==> config.mk <==
export PLATFORM = sky130hd
export DESIGN_NAME = if_stage_pf_flat
export DESIGN_NICKNAME = d
export VERILOG_FILES = /design/src/rtl/if_stage_pf_if.sv /design/src/rtl/if_stage_pf.sv /design/src/flat_wrapper.sv
export SDC_FILE = /design/constraint.sdc
export NUM_CORES = 1
export LEC_CHECK = 0
export BUFFER_PORTS_ARGS = -buffer_cell sky130_fd_sc_hd__buf_2
export CAP_MARGIN = 20
export CORE_ASPECT_RATIO = 1.1
export CORE_MARGIN = 1
export CORE_UTILIZATION = 64
export DETAILED_ROUTE_END_ITERATION = 12
export GPL_ROUTABILITY_DRIVEN = 0
export HOLD_SLACK_MARGIN = 0.1
export PLACE_DENSITY = 0.92
export SYNTH_ARGS = -nofsm -noshare
export SYNTH_HDL_FRONTEND = slang
export SYNTH_SLANG_ARGS = --single-unit
==> constraint.sdc <==
create_clock -name clk -period 15.9 [get_ports clk]
set_input_delay 2.385 -clock clk [delete_from_list [all_inputs] [get_ports clk]]
set_output_delay 2.385 -clock clk [all_outputs]
set_load 0.02 [all_outputs]
==> src/rtl/if_stage_pf_if.sv <==
// Fetch-stage bus bundle: instruction-memory request/response, redirect strobe
// and the decode-side handoff. master = fetch stage, slave = its environment.
interface if_stage_pf_if;
  logic        inst_sram_req;
  logic [31:0] inst_sram_addr;
  logic        inst_sram_addr_ok;
  logic        inst_sram_data_ok;
  logic [31:0] inst_sram_rdata;
  logic        br_taken;
  logic [31:0] br_target;
  logic        ds_allow_in;
  logic        fs_to_ds_valid;
  logic [31:0] fs_pc;
  logic [31:0] fs_inst;
  logic        fs_adef;

  modport master (
    output inst_sram_req, inst_sram_addr,
    input  inst_sram_addr_ok, inst_sram_data_ok, inst_sram_rdata,
    input  br_taken, br_target, ds_allow_in,
    output fs_to_ds_valid, fs_pc, fs_inst, fs_adef
  );

  modport slave (
    input  inst_sram_req, inst_sram_addr,
    output inst_sram_addr_ok, inst_sram_data_ok, inst_sram_rdata,
    output br_taken, br_target, ds_allow_in,
    input  fs_to_ds_valid, fs_pc, fs_inst, fs_adef
  );
endinterface

==> src/rtl/if_stage_pf.sv <==
// Instruction-fetch stage with a prefetch queue, split req/resp memory port,
// redirect flush of in-flight responses and ADEF reporting for misaligned PCs.
module if_stage_pf #(
  parameter logic [31:0] RESET_PC        = 32'h1c000000,
  parameter int unsigned FIFO_DEPTH      = 4,
  parameter int unsigned MAX_OUTSTANDING = 2
) (
  input logic          clk,
  input logic          reset,
  if_stage_pf_if.master bus
);

  localparam int unsigned PW = (FIFO_DEPTH > 1) ? $clog2(FIFO_DEPTH) : 1;
  localparam int unsigned QW = $clog2(FIFO_DEPTH + 1);
  localparam int unsigned OW = $clog2(MAX_OUTSTANDING + 1);
  localparam int unsigned SW = $clog2(MAX_OUTSTANDING + FIFO_DEPTH + 1) + 1;

  logic [31:0]   fetch_pc_q, fetch_pc_d;
  logic [31:0]   resp_pc_q, resp_pc_d;
  logic [OW-1:0] out_cnt_q, out_cnt_d;
  logic [OW-1:0] cancel_cnt_q, cancel_cnt_d;
  logic [QW-1:0] count_q, count_d;
  logic [PW-1:0] rd_ptr_q, rd_ptr_d;
  logic [PW-1:0] wr_ptr_q, wr_ptr_d;
  logic          stall_q, stall_d;
  logic [31:0]   q_pc_q   [FIFO_DEPTH];
  logic [31:0]   q_pc_d   [FIFO_DEPTH];
  logic [31:0]   q_inst_q [FIFO_DEPTH];
  logic [31:0]   q_inst_d [FIFO_DEPTH];
  logic          q_adef_q [FIFO_DEPTH];
  logic          q_adef_d [FIFO_DEPTH];

  logic          req;
  logic          fire;
  logic          dok;
  logic          drop;
  logic          push_resp;
  logic          adef_push;
  logic          push;
  logic          pop;
  logic          misaligned;
  logic [SW-1:0] live_sum;

  // cancel_cnt never exceeds out_cnt, so the subtraction cannot wrap.
  assign live_sum   = SW'(out_cnt_q) - SW'(cancel_cnt_q) + SW'(count_q);
  assign misaligned = (fetch_pc_q[1:0] != 2'b00);

  assign req = !reset && !stall_q && !misaligned &&
               (out_cnt_q < OW'(MAX_OUTSTANDING)) &&
               (live_sum < SW'(FIFO_DEPTH));

  assign fire      = req && bus.inst_sram_addr_ok;
  assign dok       = bus.inst_sram_data_ok && (out_cnt_q != '0);
  assign drop      = dok && (cancel_cnt_q != '0);
  assign push_resp = dok && !drop;
  assign adef_push = !stall_q && misaligned && (out_cnt_q == cancel_cnt_q) &&
                     (count_q < QW'(FIFO_DEPTH));
  assign push      = push_resp || adef_push;
  assign pop       = (count_q != '0) && bus.ds_allow_in;

  always_comb begin
    fetch_pc_d   = fetch_pc_q;
    resp_pc_d    = resp_pc_q;
    out_cnt_d    = out_cnt_q + OW'(fire) - OW'(dok);
    cancel_cnt_d = cancel_cnt_q - OW'(drop);
    count_d      = count_q;
    rd_ptr_d     = rd_ptr_q;
    wr_ptr_d     = wr_ptr_q;
    stall_d      = stall_q;
    q_pc_d       = q_pc_q;
    q_inst_d     = q_inst_q;
    q_adef_d     = q_adef_q;

    if (bus.br_taken) begin
      // Everything in flight after this edge belongs to the old path.
      fetch_pc_d   = bus.br_target;
      resp_pc_d    = bus.br_target;
      cancel_cnt_d = out_cnt_d;
      count_d      = '0;
      rd_ptr_d     = '0;
      wr_ptr_d     = '0;
      stall_d      = 1'b0;
    end else begin
      if (fire) fetch_pc_d = fetch_pc_q + 32'd4;
      if (push_resp) resp_pc_d = resp_pc_q + 32'd4;
      if (adef_push) stall_d = 1'b1;
      if (push) begin
        q_pc_d[wr_ptr_q]   = push_resp ? resp_pc_q : fetch_pc_q;
        q_inst_d[wr_ptr_q] = push_resp ? bus.inst_sram_rdata : '0;
        q_adef_d[wr_ptr_q] = adef_push;
        wr_ptr_d           = wr_ptr_q + PW'(1);
      end
      if (pop) rd_ptr_d = rd_ptr_q + PW'(1);
      count_d = count_q + QW'(push) - QW'(pop);
    end
  end

  always_ff @(posedge clk or posedge reset) begin
    if (reset) begin
      fetch_pc_q   <= RESET_PC;
      resp_pc_q    <= RESET_PC;
      out_cnt_q    <= '0;
      cancel_cnt_q <= '0;
      count_q      <= '0;
      rd_ptr_q     <= '0;
      wr_ptr_q     <= '0;
      stall_q      <= 1'b0;
      for (int unsigned i = 0; i < FIFO_DEPTH; i++) begin
        q_pc_q[i]   <= '0;
        q_inst_q[i] <= '0;
        q_adef_q[i] <= 1'b0;
      end
    end else begin
      fetch_pc_q   <= fetch_pc_d;
      resp_pc_q    <= resp_pc_d;
      out_cnt_q    <= out_cnt_d;
      cancel_cnt_q <= cancel_cnt_d;
      count_q      <= count_d;
      rd_ptr_q     <= rd_ptr_d;
      wr_ptr_q     <= wr_ptr_d;
      stall_q      <= stall_d;
      q_pc_q       <= q_pc_d;
      q_inst_q     <= q_inst_d;
      q_adef_q     <= q_adef_d;
    end
  end

  assign bus.inst_sram_req  = req;
  assign bus.inst_sram_addr = fetch_pc_q;
  assign bus.fs_to_ds_valid = (count_q != '0);
  assign bus.fs_pc          = q_pc_q[rd_ptr_q];
  assign bus.fs_inst        = q_inst_q[rd_ptr_q];
  assign bus.fs_adef        = q_adef_q[rd_ptr_q];

endmodule

==> src/flat_wrapper.sv <==
// flat-port wrapper written by rule: the top's interface ports become plain ports
module if_stage_pf_flat 
#(
  parameter logic [31:0] RESET_PC        = 32'h1c000000,
  parameter int unsigned FIFO_DEPTH      = 4,
  parameter int unsigned MAX_OUTSTANDING = 2
)
  (clk, reset, bus_inst_sram_req, bus_inst_sram_addr, bus_inst_sram_addr_ok, bus_inst_sram_data_ok, bus_inst_sram_rdata, bus_br_taken, bus_br_target, bus_ds_allow_in, bus_fs_to_ds_valid, bus_fs_pc, bus_fs_inst, bus_fs_adef);
  if_stage_pf_if bus_i ();
  input logic clk;
  input logic reset;
  output wire logic [$bits(bus_i.inst_sram_req)-1:0] bus_inst_sram_req;
  output wire logic [$bits(bus_i.inst_sram_addr)-1:0] bus_inst_sram_addr;
  input wire logic [$bits(bus_i.inst_sram_addr_ok)-1:0] bus_inst_sram_addr_ok;
  input wire logic [$bits(bus_i.inst_sram_data_ok)-1:0] bus_inst_sram_data_ok;
  input wire logic [$bits(bus_i.inst_sram_rdata)-1:0] bus_inst_sram_rdata;
  input wire logic [$bits(bus_i.br_taken)-1:0] bus_br_taken;
  input wire logic [$bits(bus_i.br_target)-1:0] bus_br_target;
  input wire logic [$bits(bus_i.ds_allow_in)-1:0] bus_ds_allow_in;
  output wire logic [$bits(bus_i.fs_to_ds_valid)-1:0] bus_fs_to_ds_valid;
  output wire logic [$bits(bus_i.fs_pc)-1:0] bus_fs_pc;
  output wire logic [$bits(bus_i.fs_inst)-1:0] bus_fs_inst;
  output wire logic [$bits(bus_i.fs_adef)-1:0] bus_fs_adef;
  assign bus_inst_sram_req = bus_i.inst_sram_req;
  assign bus_inst_sram_addr = bus_i.inst_sram_addr;
  assign bus_i.inst_sram_addr_ok = bus_inst_sram_addr_ok;
  assign bus_i.inst_sram_data_ok = bus_inst_sram_data_ok;
  assign bus_i.inst_sram_rdata = bus_inst_sram_rdata;
  assign bus_i.br_taken = bus_br_taken;
  assign bus_i.br_target = bus_br_target;
  assign bus_i.ds_allow_in = bus_ds_allow_in;
  assign bus_fs_to_ds_valid = bus_i.fs_to_ds_valid;
  assign bus_fs_pc = bus_i.fs_pc;
  assign bus_fs_inst = bus_i.fs_inst;
  assign bus_fs_adef = bus_i.fs_adef;
  if_stage_pf #(.RESET_PC(RESET_PC), .FIFO_DEPTH(FIFO_DEPTH), .MAX_OUTSTANDING(MAX_OUTSTANDING)) u_core (.clk(clk), .reset(reset), .bus(bus_i));
endmodule
### Word level (Yosys, flattened, before mapping)

Cells that the tools add are included.

* register bits after elaboration: 336
* output and inout bits: 99
* bits of input ports: 70

* magnitude comparators: 6
* bitwise logic cells: 3
* multiplexer cells: 30
* equality and inequality tests: 1
* reductions and logical operators: 28
* add/subtract/negate cells: 11

Operators by type and width (count)
* $mux W32: 11
* $bwmux W128: 2
* $bmux W32 S2: 2
* $add A32 B3 Y32 const B: 2
* $demux W32 S2: 1
* $reduce_bool A2 Y1: 8
* $logic_and A1 B1 Y1: 13
* $mux W2: 5
* $ge A3 B3 Y1 const B: 2
* $not A2 Y3: 2
* $mux W1: 5
* $add A2 B1 Y2 const B: 2
* $add A4 B3 Y4: 1
* $bwmux W4: 1
* $logic_not A1 Y1: 4
* $lt A4 B3 Y1 const B: 1
* $sub A2 B1 Y2: 2
* $add A3 B1 Y3: 1
* $lt A3 B1 Y1 const B: 1
* $lt A3 B3 Y1 const B: 1
* $mux W3: 1
* $reduce_bool A3 Y1: 1
* $sub A2 B2 Y3: 1
* $sub A3 B1 Y3: 1
* other kinds (8): 8

### Logic depth before layout (Yosys ltp)

* depth after elaboration: 9
* depth in mapped cells: 15
* gate-level depth less buffers: 14

### Least setup slack after synthesis

Ideal clock, no wire load.

* path kind: input-to-output
* start point: in reset
* end point: out bus_inst_sram_req
* required time: 13.515 ns
* buffers on the path: 1
* setup slack: 10.136 ns
* stages: 3
* arrival time: 3.379 ns
* cells stage by stage: or4_1 -> buf_2 -> nor3_1

* word-level cells in the longest chain between the ends: 5

RTL lines
* from (decl): RTL line flat_wrapper.sv:11 `input logic reset;`
* $logic_not A1 Y1: RTL line if_stage_pf.sv:48 `assign req = !reset && !stall_q && !misaligned &&`
* $logic_and A1 B1 Y1 (3 in a row): RTL line if_stage_pf.sv:48
* $logic_and A1 B1 Y1: RTL line if_stage_pf.sv:49 `(out_cnt_q < OW'(MAX_OUTSTANDING)) &&`
* to (decl): RTL line flat_wrapper.sv:12 `output wire logic [$bits(bus_i.inst_sram_req)-1:0] bus_inst_sram_req;`

Every way passes these cells.

### Worst setup path after layout

* start point: reg u_core.out_cnt_q[1]
* end point: out bus_inst_sram_req

* word-level cells in the longest chain between the ends: 4
* elaborated cells between the ends (all ways): 6
* classes of those cells: add/sub (2); order compare (2); reduce/logical (2)

RTL lines
* from (decl): RTL line if_stage_pf.sv:20 `logic [OW-1:0] out_cnt_q, out_cnt_d;`
* from (signal assigned): RTL line if_stage_pf.sv:116 `out_cnt_q <= out_cnt_d;`
* $sub A2 B2 Y3: RTL line if_stage_pf.sv:45 `assign live_sum = SW'(out_cnt_q) - SW'(cancel_cnt_q) + SW'(count_q);`
* $add A4 B3 Y4: RTL line if_stage_pf.sv:45
* $lt A4 B3 Y1: RTL line if_stage_pf.sv:50 `(live_sum < SW'(FIFO_DEPTH));`
* $logic_and A1 B1 Y1 (*): RTL line if_stage_pf.sv:49

Every way passes the cells marked *; elsewhere a longest branch is shown, timed or not.

==> out/summary.txt <==
Run status - finished clean
I/O pin count - 169
PortBufs - 168
Nets - 1,588
P_leak - 0.00856 uW
Seq/Total Area, Yosys - 52.3%
Endpoints failing setup - 0
Worst setup EP type - output pin
Gr usage total - 32.6%
Post-synth net total - 1,459
Largest net degree at the start of global routing - 187
Clk slew on worst S/H paths - 60 ps
WS Path Type - reg2out
Crit path launch type - flop
Area used by multi-input combinational logic - 7220 um2
Gate power share - 36.2%
H-tree depth - 2
Routed wire per std cell - 22.4 um
Initial antenna violation count - 0
R2R setup slack - 12,240 ps
CTS Sinks - 336
Top post-synthesis cells by area - dfrtp_1 (51%), mux4_2 (9.1%), mux2_2 (8.8%), a21oi_1 (4.5%), nor2_1 (4.2%)
Die area - 25,800 um2
Vias in the first global route - 12,500
Via count - 12,200
Reg2Reg Depth - 7
Clock share of power - 24.4%
Relative slew slack - 27.3%
Switching Share - 36.5%
Sequential Area - 8420 um2
DR iter-0 viols - 1,339
Worst r2r dst - u_core.q_inst_q[104]$_DFFE_PP0P_
Internal power - 2100 uW
Slew @ Worst Pin - 1090 ps
Max FO, Critical Path - 14
Cts repair resizes - 0
Worst EP arrival - 3730 ps
Synth area leader - dfrtp_1
Filler Cell Count - 1,433
P_sw - 1210 uW
Tcrit/Tclk final - 38.5%
Clock Latency Late Sink - 510 ps
Worst min-delay path class - reg2reg
Top FF cell, synth - dfrtp_1
Setup tns final - 0 ps
Sequential power share - 39.4%
Max cap viols - 0
Die W - 153 um
Synth Instances - 1,373
R2r startpoint - u_core.out_cnt_q[1]$_DFF_PP0_
Worst path required time - 13,520 ps
Syn Area/Cell - 11.7 um2
Routed WL - 41.1 mm
Die extent in y - 168 um
RSZ-0062 raised after global routing - no
Final min period - 6110 ps
Share of layout cells above drive strength 1 - 29.5%
Global route total overflow - 0
Synth unique cells - 55
Power per cell area - 181 nW/um2
Layout area overhead - 13.8%
Root Driver - clkbuf_16
Post-route DRC - 0
VDD IR max - 0.000108 V
Rows - 60
Core area - 24,500 um2
Initial Util - 65.5%
Post-synth top area share - 51.3%
Crit path to - bus_inst_sram_req
Hold Fails Final Rpt - 0
Hold Crit Depth - 1
Synth warn - 0
Slew Viols, Final - 0
Vias/cell - 6.66
Antenna fix cells - 0
Final ANT Viol Nets - 0
First-pass GRT wire length - 66.1 mm
Register bit total from synthesis - 336
Synth Cell Area - 16,100 um2
Dpl hpwl - 24.5 mm
Post-synth EDFFs - 0
Clk buf depth - 3
1st-pass router iterations - 5
CTS tree - built
CTS buffer count - 34
Fmax - 164 MHz
Worst Skew - 14.7 ps
Total power - 3310 uW
Async set-or-reset flop fraction in the synthesized netlist - 100%
Hold WS - 486 ps
CTS Hold Buffers Added - 0
Post CTS Setup Buffer Count - 0
Crit path launch - u_core.out_cnt_q[1]$_DFF_PP0_
## flip-flops by register name (all words and copies together), names as in the netlist
signal	count
u_core.q_inst_q	128
u_core.q_pc_q	128
u_core.bus.inst_sram_addr	32
u_core.resp_pc_q	32
u_core.q_adef_q	4
u_core.count_q	3
u_core.cancel_cnt_q	2
u_core.out_cnt_q	2
u_core.rd_ptr_q	2
u_core.wr_ptr_q	2
u_core.stall_q	1
## worst min path at each step
| stage | start | to | slack (ps) |
|---|---|---|---|
| finish | u_core.q_inst_q[119]$_DFFE_PP0P_ | u_core.q_inst_q[119]$_DFFE_PP0P_ | 490 |
| CTS | u_core.q_inst_q[119]$_DFFE_PP0P_ | u_core.q_inst_q[119]$_DFFE_PP0P_ | 490 |
| global placement | u_core.q_inst_q[23]$_DFFE_PP0P_ | u_core.q_inst_q[23]$_DFFE_PP0P_ | 460 |
| global route | u_core.q_inst_q[124]$_DFFE_PP0P_ | u_core.q_inst_q[124]$_DFFE_PP0P_ | 500 |
| floorplan | u_core.q_adef_q[1]$_DFFE_PP0P_ | u_core.q_adef_q[1]$_DFFE_PP0P_ | 450 |
| detailed placement | u_core.q_inst_q[119]$_DFFE_PP0P_ | u_core.q_inst_q[119]$_DFFE_PP0P_ | 470 |
## critical path: stages, from the launching register on
cell	delay (ps)
dfrtp_1	540
inv_1	120
fa_1	510
inv_1	40
ha_1	250
and3b_1	220
a211oi_1	520
nor2_1	400
nor3_1	390
buf_2	230
## layout make-up
cell class,instances,share of cell area [%]
Inverter,30,0.656
Clock buffer,56,5.94
Sequential cell,336,46.0
Timing Repair Buffer,185,5.47
Multi-Input combinational cell,915,39.5
Clock inverter,5,0.308
Tap cell,310,2.12
## logic make-up (layout without fill, tap and decap cells)
| kind of cell | count (synthesis) | in the layout | share of synthesized area [%] |
|---|---|---|---|
| compound gates | 221 | 221 | 8.11 |
| simple gates | 401 | 401 | 12.2 |
| buf+inv | 122 | 276 | 2.91 |
| flops | 336 | 336 | 52.3 |
| xor+xnor | 37 | 37 | 2.01 |
| mux | 240 | 240 | 21.1 |
| fa+ha+maj | 16 | 16 | 1.34 |
## power by group through the flow
stage	logic, uW	registers (uW)	clock network, uW
2_1_floorplan	871	1250	0
6_report	1200	1310	809
3_5_place_dp	1170	1300	0
5_1_grt	1290	1330	846
3_3_place_gp	1120	1280	0
4_1_cts	1190	1300	813
## through the flow
step	std cells	setup WS (ps)	utilization (%)	cell area, um2
finish	1837	9790	74.5	18300
global route	1837	9620	74.5	18300
CTS	1836	9850	74.4	18300
detailed placement	1775	9960	69.8	17100
global placement	1775	9960	69.8	17100
floorplan	1373	4220	-	16100
## cell usage in the layout (no fill, tap or decap), types with 10 or more instances in the layout
cell type  Yosys  layout
a211oi_1      19      19
a21oi_1      146     146
and3_1        41      41
and4_1        11      11
buf_2          8     168
buf_4          0      15
clkbuf_1      78      10
clkbuf_16      0      37
dfrtp_1      330     328
ha_1          14      14
inv_1         27      25
mux2_1        23      23
mux2_2       125     125
mux2i_1       27      27
mux4_2        65      65
nand2_1       39      38
nand3_1       25      25
nand4_1       11      11
nor2_1       182     181
nor3_1        24      24
nor4_1        25      25
xnor2_1       25      25
xor2_1        12      12
## per-layer routing
metal	vias up	GRT usage (%)	wire length, um
met2	717	54.6	20400
met4	0	14.0	1690
met5	-	0	0
met3	171	6.31	3490
met1	6129	41.7	15500
li1	5226	-	-
## synthesized netlist by cell type (19+ instances only)
cell type and n:
and3_1 41, mux2_1 23, dfrtp_1 330, nand3_1 25, inv_1 27, mux2i_1 27
nor3_1 24, xnor2_1 25, clkbuf_1 78, mux4_2 65, a211oi_1 19, nor2_1 182
mux2_2 125, nand2_1 39, a21oi_1 146, nor4_1 25
Power figures use the tool's default switching activity.
